==> src/rtl/wb_stage.sv <==
// ---------------------------------------------------------------------------
// wb_stage -- write-back pipeline register.
//
// Takes one instruction per cycle from the MEM stage, picks its write-back
// value, and registers the register-file write port.
//
// Write-back sources:
//   ALU result, load data, PC+4, or upper immediate.
//   Load data is the addressed byte, halfword or word lane of the raw memory
//   word, sign- or zero-extended.
//
// Parameters:
//   XLEN   datapath width, 32 or 64
//   RA_W   register-file address width
//   CNT_W  retired-instruction counter width
//
// Ports:
//   clk, rst_n                     clock, async active-low reset
//   in_valid / in_ready            input handshake (in_ready = !stall)
//   in_src                         00 ALU, 01 MEM, 10 PC+4, 11 IMM
//   in_alu, in_mem, in_imm, in_pc  operand sources
//   in_ld_f3, in_addr_lo           load type and low address bits
//   in_rd, in_we                   destination register and write intent
//   flush                          drop the presented instruction
//   stall                          freeze the output register
//   rf_we, rf_waddr, rf_wdata      registered register-file write port
//   fwd_valid                      write port is a usable bypass source
//   retired                        count of instructions that transferred
// ---------------------------------------------------------------------------
module wb_stage #(
    parameter int XLEN  = 32,
    parameter int RA_W  = 5,
    parameter int CNT_W = 32
) (
    input  logic             clk,
    input  logic             rst_n,
    input  logic             in_valid,
    output logic             in_ready,
    input  logic [1:0]       in_src,
    input  logic [XLEN-1:0]  in_alu,
    input  logic [XLEN-1:0]  in_mem,
    input  logic [XLEN-1:0]  in_imm,
    input  logic [XLEN-1:0]  in_pc,
    input  logic [2:0]       in_ld_f3,
    input  logic [2:0]       in_addr_lo,
    input  logic [RA_W-1:0]  in_rd,
    input  logic             in_we,
    input  logic             flush,
    input  logic             stall,
    output logic             rf_we,
    output logic [RA_W-1:0]  rf_waddr,
    output logic [XLEN-1:0]  rf_wdata,
    output logic             fwd_valid,
    output logic [CNT_W-1:0] retired
);

    localparam logic IS64 = (XLEN == 64);

    logic             rf_we_q,    rf_we_d;
    logic [RA_W-1:0]  rf_waddr_q, rf_waddr_d;
    logic [XLEN-1:0]  rf_wdata_q, rf_wdata_d;
    logic [CNT_W-1:0] retired_q,  retired_d;

    logic             xfer;
    logic [63:0]      mem64;
    logic [5:0]       shamt_b, shamt_h, shamt_w;
    logic [7:0]       lane_b;
    logic [15:0]      lane_h;
    logic [31:0]      lane_w;
    logic [63:0]      ld64;
    logic             ld_illegal;
    logic [XLEN-1:0]  wb_value;
    logic             wb_we;

    assign in_ready = !stall;
    assign xfer     = in_valid && !stall && !flush;

    // Lane extraction is done on a 64-bit view so both XLEN builds share one
    // datapath; on XLEN=32 the lane-select MSB is forced low, which also drops
    // the misaligned low bits for halfword and word accesses.
    assign mem64   = 64'(in_mem);
    assign shamt_b = {in_addr_lo[2] & IS64, in_addr_lo[1:0], 3'b000};
    assign shamt_h = {in_addr_lo[2] & IS64, in_addr_lo[1], 4'b0000};
    assign shamt_w = {in_addr_lo[2] & IS64, 5'b00000};
    assign lane_b  = mem64[shamt_b +: 8];
    assign lane_h  = mem64[shamt_h +: 16];
    assign lane_w  = mem64[shamt_w +: 32];

    assign ld_illegal = (in_ld_f3 == 3'b111) ||
                        (!IS64 && ((in_ld_f3 == 3'b011) || (in_ld_f3 == 3'b110)));

    always_comb begin
        ld64 = '0;
        case (in_ld_f3)
            3'b000:  ld64 = {{56{lane_b[7]}}, lane_b};
            3'b001:  ld64 = {{48{lane_h[15]}}, lane_h};
            3'b010:  ld64 = {{32{lane_w[31]}}, lane_w};
            3'b100:  ld64 = {56'd0, lane_b};
            3'b101:  ld64 = {48'd0, lane_h};
            3'b110:  ld64 = {32'd0, lane_w};
            3'b011:  ld64 = mem64;
            default: ld64 = '0;
        endcase
    end

    always_comb begin
        wb_value = '0;
        case (in_src)
            2'b00:   wb_value = in_alu;
            2'b01:   wb_value = ld_illegal ? '0 : XLEN'(ld64);
            2'b10:   wb_value = in_pc + XLEN'(4);
            default: wb_value = in_imm;
        endcase
    end

    // x0 writes still carry their data; only the enable is dropped.
    assign wb_we = in_we && (in_rd != '0) && !((in_src == 2'b01) && ld_illegal);

    always_comb begin
        rf_we_d    = rf_we_q;
        rf_waddr_d = rf_waddr_q;
        rf_wdata_d = rf_wdata_q;
        retired_d  = retired_q;
        if (!stall) begin
            if (xfer) begin
                rf_we_d    = wb_we;
                rf_waddr_d = in_rd;
                rf_wdata_d = wb_value;
                retired_d  = retired_q + CNT_W'(1);
            end else begin
                rf_we_d    = 1'b0;
                rf_waddr_d = '0;
                rf_wdata_d = '0;
            end
        end
    end

    always_ff @(posedge clk or negedge rst_n) begin
        if (!rst_n) begin
            rf_we_q    <= 1'b0;
            rf_waddr_q <= '0;
            rf_wdata_q <= '0;
            retired_q  <= '0;
        end else begin
            rf_we_q    <= rf_we_d;
            rf_waddr_q <= rf_waddr_d;
            rf_wdata_q <= rf_wdata_d;
            retired_q  <= retired_d;
        end
    end

    assign rf_we     = rf_we_q;
    assign rf_waddr  = rf_waddr_q;
    assign rf_wdata  = rf_wdata_q;
    assign fwd_valid = rf_we_q && (rf_waddr_q != '0);
    assign retired   = retired_q;

endmodule

==> config.mk <==
export PLATFORM = sky130hd
export DESIGN_NAME = wb_stage
export DESIGN_NICKNAME = d
export VERILOG_FILES = /design/src/rtl/wb_stage.sv
export SDC_FILE = /design/constraint.sdc
export NUM_CORES = 1
export LEC_CHECK = 0
export BUFFER_PORTS_ARGS = -buffer_cell sky130_fd_sc_hd__buf_2
export CORE_MARGIN = 4
export CORE_UTILIZATION = 35
export DETAILED_ROUTE_END_ITERATION = 6
export PLACE_DENSITY_LB_ADDON = 0.3
export REMOVE_ABC_BUFFERS = 1
export SETUP_SLACK_MARGIN = 0.5
export SLEW_MARGIN = 20
export SYNTH_ARGS = -nofsm -noshare
export SYNTH_HDL_FRONTEND = slang
export SYNTH_SLANG_ARGS = --single-unit
==> constraint.sdc <==
create_clock -name clk -period 2.4 [get_ports clk]
set_input_delay 0.36 -clock clk [delete_from_list [all_inputs] [get_ports clk]]
set_output_delay 0.36 -clock clk [all_outputs]
set_load 0.005 [all_outputs]
=== Word level (Yosys, flattened, before mapping) ===
Cells that the tools add are included.

* Input port bits: 147
* Word-level logic and storage cells: 41
* Output and inout bits: 72
* Flip-flop bits (word level): 70

* Reduce and logical (&&, ||, !) cells: 17
* Add/sub/neg operators: 2
* Mux-type cells: 6
* Bitwise logic cells: 1
* Eq/ne operators: 9
* Shift-type cells: 2

{| class="wikitable"
|+ Operators by type and width
! kind !! number
|-
| $pmux 32 s6 || 1
|-
| $pmux 32 s3 || 1
|-
| $mux 32 || 2
|-
| $shiftx 64x6->16 || 1
|-
| $shiftx 64x6->8 || 1
|-
| $add 32x1->32 const B || 1
|-
| $add 32x3->32 const B || 1
|-
| $eq 3x3->1 const B || 4
|-
| $reduce_bool 5->1 || 2
|-
| $eq 3x2->1 const B || 2
|-
| $logic_and 1x1->1 || 6
|-
| $mux 5 || 1
|-
| $eq 3x1->1 const B || 1
|-
| $logic_not 1->1 || 3
|-
| $logic_not 3->1 || 1
|-
| $eq 2x1->1 const B || 1
|-
| $eq 2x2->1 const B || 1
|-
| $logic_not 2->1 || 1
|-
| $logic_or 1x1->1 || 2
|-
| $reduce_and 2->1 || 1
|-
| $reduce_or 2->1 || 1
|-
| $mux 1 || 1
|-
| $not 1->1 || 1
|}

=== Longest topological paths before layout ===
* Depth after elaboration: 7
* Mapped depth: 7

=== Worst setup path before layout ===
OpenSTA, ideal clock, no wires.

* Path type: input-to-reg
* Start point: input port in_addr_lo[1]
* End point: register rf_wdata_q[9] (netlist: rf_wdata[9])
* Path slack: 0.501 ns
* Required time: 2.274 ns
* Path buffers: 2
* Data arrival time: 1.773 ns
* Stages on the path: 6
* Cell sequence: buf_6 -> mux4_2 -> and2_4 -> buf_6 -> a221o_1 -> a221o_1

* Word-level cells in the longest chain between the ends: 5
* Elaborated cells on any way between the ends: 6
* Those cells by class: shift: 2; mux: 4

{| class="wikitable"
|+ RTL lines
! item !! line !! source
|-
| from (decl) || 45 || <nowiki>input logic [2:0] in_addr_lo,</nowiki>
|-
| $shiftx 64x6->16 or $shiftx 64x6->8 (tied branches) || 86, 85 ||
|-
| $pmux 32 s6 (*) || 94 || <nowiki>case (in_ld_f3)</nowiki>
|-
| $mux 32 (*) || 110 || <nowiki>2'b01: wb_value = ld_illegal ? '0 : XLEN'(ld64);</nowiki>
|-
| $pmux 32 s3 (*) || 108 || <nowiki>case (in_src)</nowiki>
|-
| $mux 32 (*) || 125 || <nowiki>if (xfer) begin</nowiki>
|-
| to (signal assigned) || 147 || <nowiki>rf_wdata_q <= rf_wdata_d;</nowiki>
|-
| to (decl) || 61 || <nowiki>logic [XLEN-1:0] rf_wdata_q, rf_wdata_d;</nowiki>
|}

Every way passes the cells marked *; elsewhere a longest branch is shown, timed or not.
A chain may end at the register's enable or synchronous reset.

=== Worst setup path after layout ===
* Start point: register rf_waddr_q[4] (netlist: rf_waddr[4])
* End point: output port fwd_valid

* Word-level cells in the longest chain between the ends: 2

{| class="wikitable"
|+ RTL lines
! item !! line !! source
|-
| from (decl) || 60 || <nowiki>logic [RA_W-1:0] rf_waddr_q, rf_waddr_d;</nowiki>
|-
| from (signal assigned) || 146 || <nowiki>rf_waddr_q <= rf_waddr_d;</nowiki>
|-
| $reduce_bool 5->1 || 155 || <nowiki>assign fwd_valid = rf_we_q && (rf_waddr_q != '0);</nowiki>
|-
| $logic_and 1x1->1 || 155 ||
|-
| to (decl) || 53 || <nowiki>output logic fwd_valid,</nowiki>
|}

Every way passes these cells.

==> qor.txt <==
CP max stage cell - or4_1
Critical Path RT - 2.04 ns
max_slew headroom - 57.4%
total grt overflow - 0
die height - 127 microns
Die X - 127 microns
initial antenna violation count - 2
mapped cell area - 4960 sq um
most frequent cell after synthesis - dfrtp_1
EDFF count, synth - 0
Final setup viols - 0
Fin Hold WS - 0.0443 ns
RSZ-0062 raised after global routing - yes
Cells after Synth - 569
Iteration-0 DRC Markers - 552
post-cts hold buffer count - 0
Via Count - 5,620
Fmax - 531 MHz
synth top area cells - dfrtp_1 (35%), xnor2_1 (5.8%), nand2_1 (5.1%)
IO Port Bufs - 217
root buffer cell - clkbuf_16
main flop type after synthesis - dfrtp_1
crit path DAT - 1.52 ns
Leak - 3.18 nW
final instance area - 6690 sq um
area leader, netlist - dfrtp_1
# Max-Cap Violations - 0
critical-path cell list - or4_1, o21a_1, buf_2
register area - 1750 sq um
Core Area - 13,900 sq um
Initial Util - 35.7%
Post-DP HPWL - 16,000 microns
top cell type's share of synthesized area - 35.3%
period utilisation layout - 78.5%
# H-tree levels - 3
type of element capturing the critical path - output pin
CTS tree - done
post-synthesis cell type count - 65
vias in the first global route - 5,393
syn avg cell area - 8.71 sq um
fin nets - 939
Final Skew - 0.00571 ns
Layout area overhead - 34.9%
first-pass GRT wire length - 29,900 microns
yosys warns - 0
DR pass1 iterations - 6
ANT nets after route - 0
number of fill cells in the layout - 1,408
final max-slew violation count - 0
GRT Overall Usage - 23.9%
DRC violations left - 0
DR vias/cell - 5.76
total inserted antenna cells - 0
Max stage delay on crit path - 0.52 ns
Clock Latency Late Sink - 0.34 ns
CP Class - reg -> out
IO Count - 219
Critical Path Start Type - register
worst slew pin tran - 0.639 ns
Power Density - 517 nW/um^2
Place WS - 0.230 ns
Synth top cells by count - dfrtp_1 (70), nand2_1 (68), o21ai_0 (45)
outcome - finished, final reports clean
row count - 43
clock slew at reported path FFs - 0.06 ns
die area - 16,100 sq um
reg2reg path depth - 5
Setup TNS - 0 ns
asr flop ratio synth - 100%
TritonCTS buffer count - 9
worst min-delay path class - in -> async
Final Wtd Congestion - 0.935
WL/cell - 20.6 microns
sequential-to-total area share from yosys stat - 35.3%
Max VDD drop - 0.000316 V
placed cell area - 6350 sq um
DRT Wirelength - 20,100 microns
PnR worst setup slack - 0.516 ns
critical-path maximum fanout - 3
Fin. Hold Viols - 0
CTS Buffer Depth - 2
minimum clock period - 1.88 ns
Yosys reg bits - 70
Multi-input gate area - 3040 sq um
clk sink count - 70
largest net degree at the start of global routing - 47
ratio of cells with drive above 1 in the final layout - 36.0%
==> power breakdown <==
group / total (mW) / switching, mW / internal, mW
registers: 1.33 / 0.0766 / 1.26
clock network: 1.37 / 0.562 / 0.806
logic: 0.754 / 0.410 / 0.344
==> area by class of cell <==
type	instances	area share, %
multi-input cells	455	45.5
flip-flops and latches	70	26.2
repair buffers	248	20.1
clock buffers	9	3.37
well taps	180	3.37
clock inverters	7	1.09
inverters	6	0.337
==> kinds of logic (layout without fill, tap and decap cells) <==
group	after synthesis	in the layout	share of synthesized area [%]
simple gates	227	227	24.7
compound gates	166	166	24.0
flops	70	70	35.3
xor+xnor	47	47	8.30
buf+inv	44	270	3.86
mux	13	13	3.36
fa+ha+maj	2	2	0.505
==> path summary, 6_finish.rpt <==
path,slack [ns],from,endpoint
setup / recovery,0.52,rf_waddr[4]$_DFFE_PN0N_,fwd_valid
hold / removal,0.04,rst_n,retired[3]$_DFFE_PN0P_
min in group clk,0.25,in_rd[2],rf_waddr[2]$_DFFE_PN0N_
max in group asynchronous,1.62,rst_n,rf_wdata[7]$_DFFE_PN0N_
setup reg to reg,0.71,retired[6]$_DFFE_PN0P_,retired[25]$_DFFE_PN0P_
hold reg to reg,0.48,retired[31]$_DFFE_PN0P_,retired[31]$_DFFE_PN0P_
==> what timing repair did <==
action	in CTS	in global routing
buffers inserted	1	1
endpoints found under the setup margin	1	15
pin swaps	0	1
gates resized for setup	0	5
==> cells in the final DEF (no fill, tap or decap), drive strengths merged, types with 10 or more instances in the layout <==
cell type  synthesis  routed
a21oi             18      18
a222oi            12      12
a22o              12      12
a22oi             15      15
and2              10      10
and3              13      13
buf               11     248
dfrtp             70      70
nand2             68      68
nand3             35      35
nand4             18      18
nor2              19      19
nor3              11      11
nor3b             11      11
o21ai             46      46
xnor2             33      33
xor2              14      14
==> per-layer routing <==
metal / GRT usage (%) / wire (microns) / up-vias
met5: 0 / 24 / -
met4: 7.38 / 373 / 4
met3: 5.69 / 1940 / 35
met2: 39.1 / 9360 / 302
met1: 31.3 / 8380 / 2643
li1: - / - / 2636
==> state kept, by name (all words and copies together) (netlist names) <==
register	cells
rf_waddr	5
rf_we	1
rf_wdata	32
retired	32
==> critical path, delay by kind of cell (launching register included) <==
kind,cells,cell delay (ns)
flip-flops,1,0.38
AND/OR/NAND/NOR,1,0.52
buffers and inverters,1,0.12
AO/OA/AOI/OAI,1,0.17
==> per-stage QoR <==
step	cells	power, mW	utilization (%)
5_1_grt	975	3.59	48.2
3_3_place_gp	957	2.09	45.7
3_5_place_dp	957	2.10	45.7
6_report	975	3.46	48.2
4_1_cts	974	3.46	47.9
2_1_floorplan	531	1.65	-
Note: power is estimated with default switching activity, not from simulation.
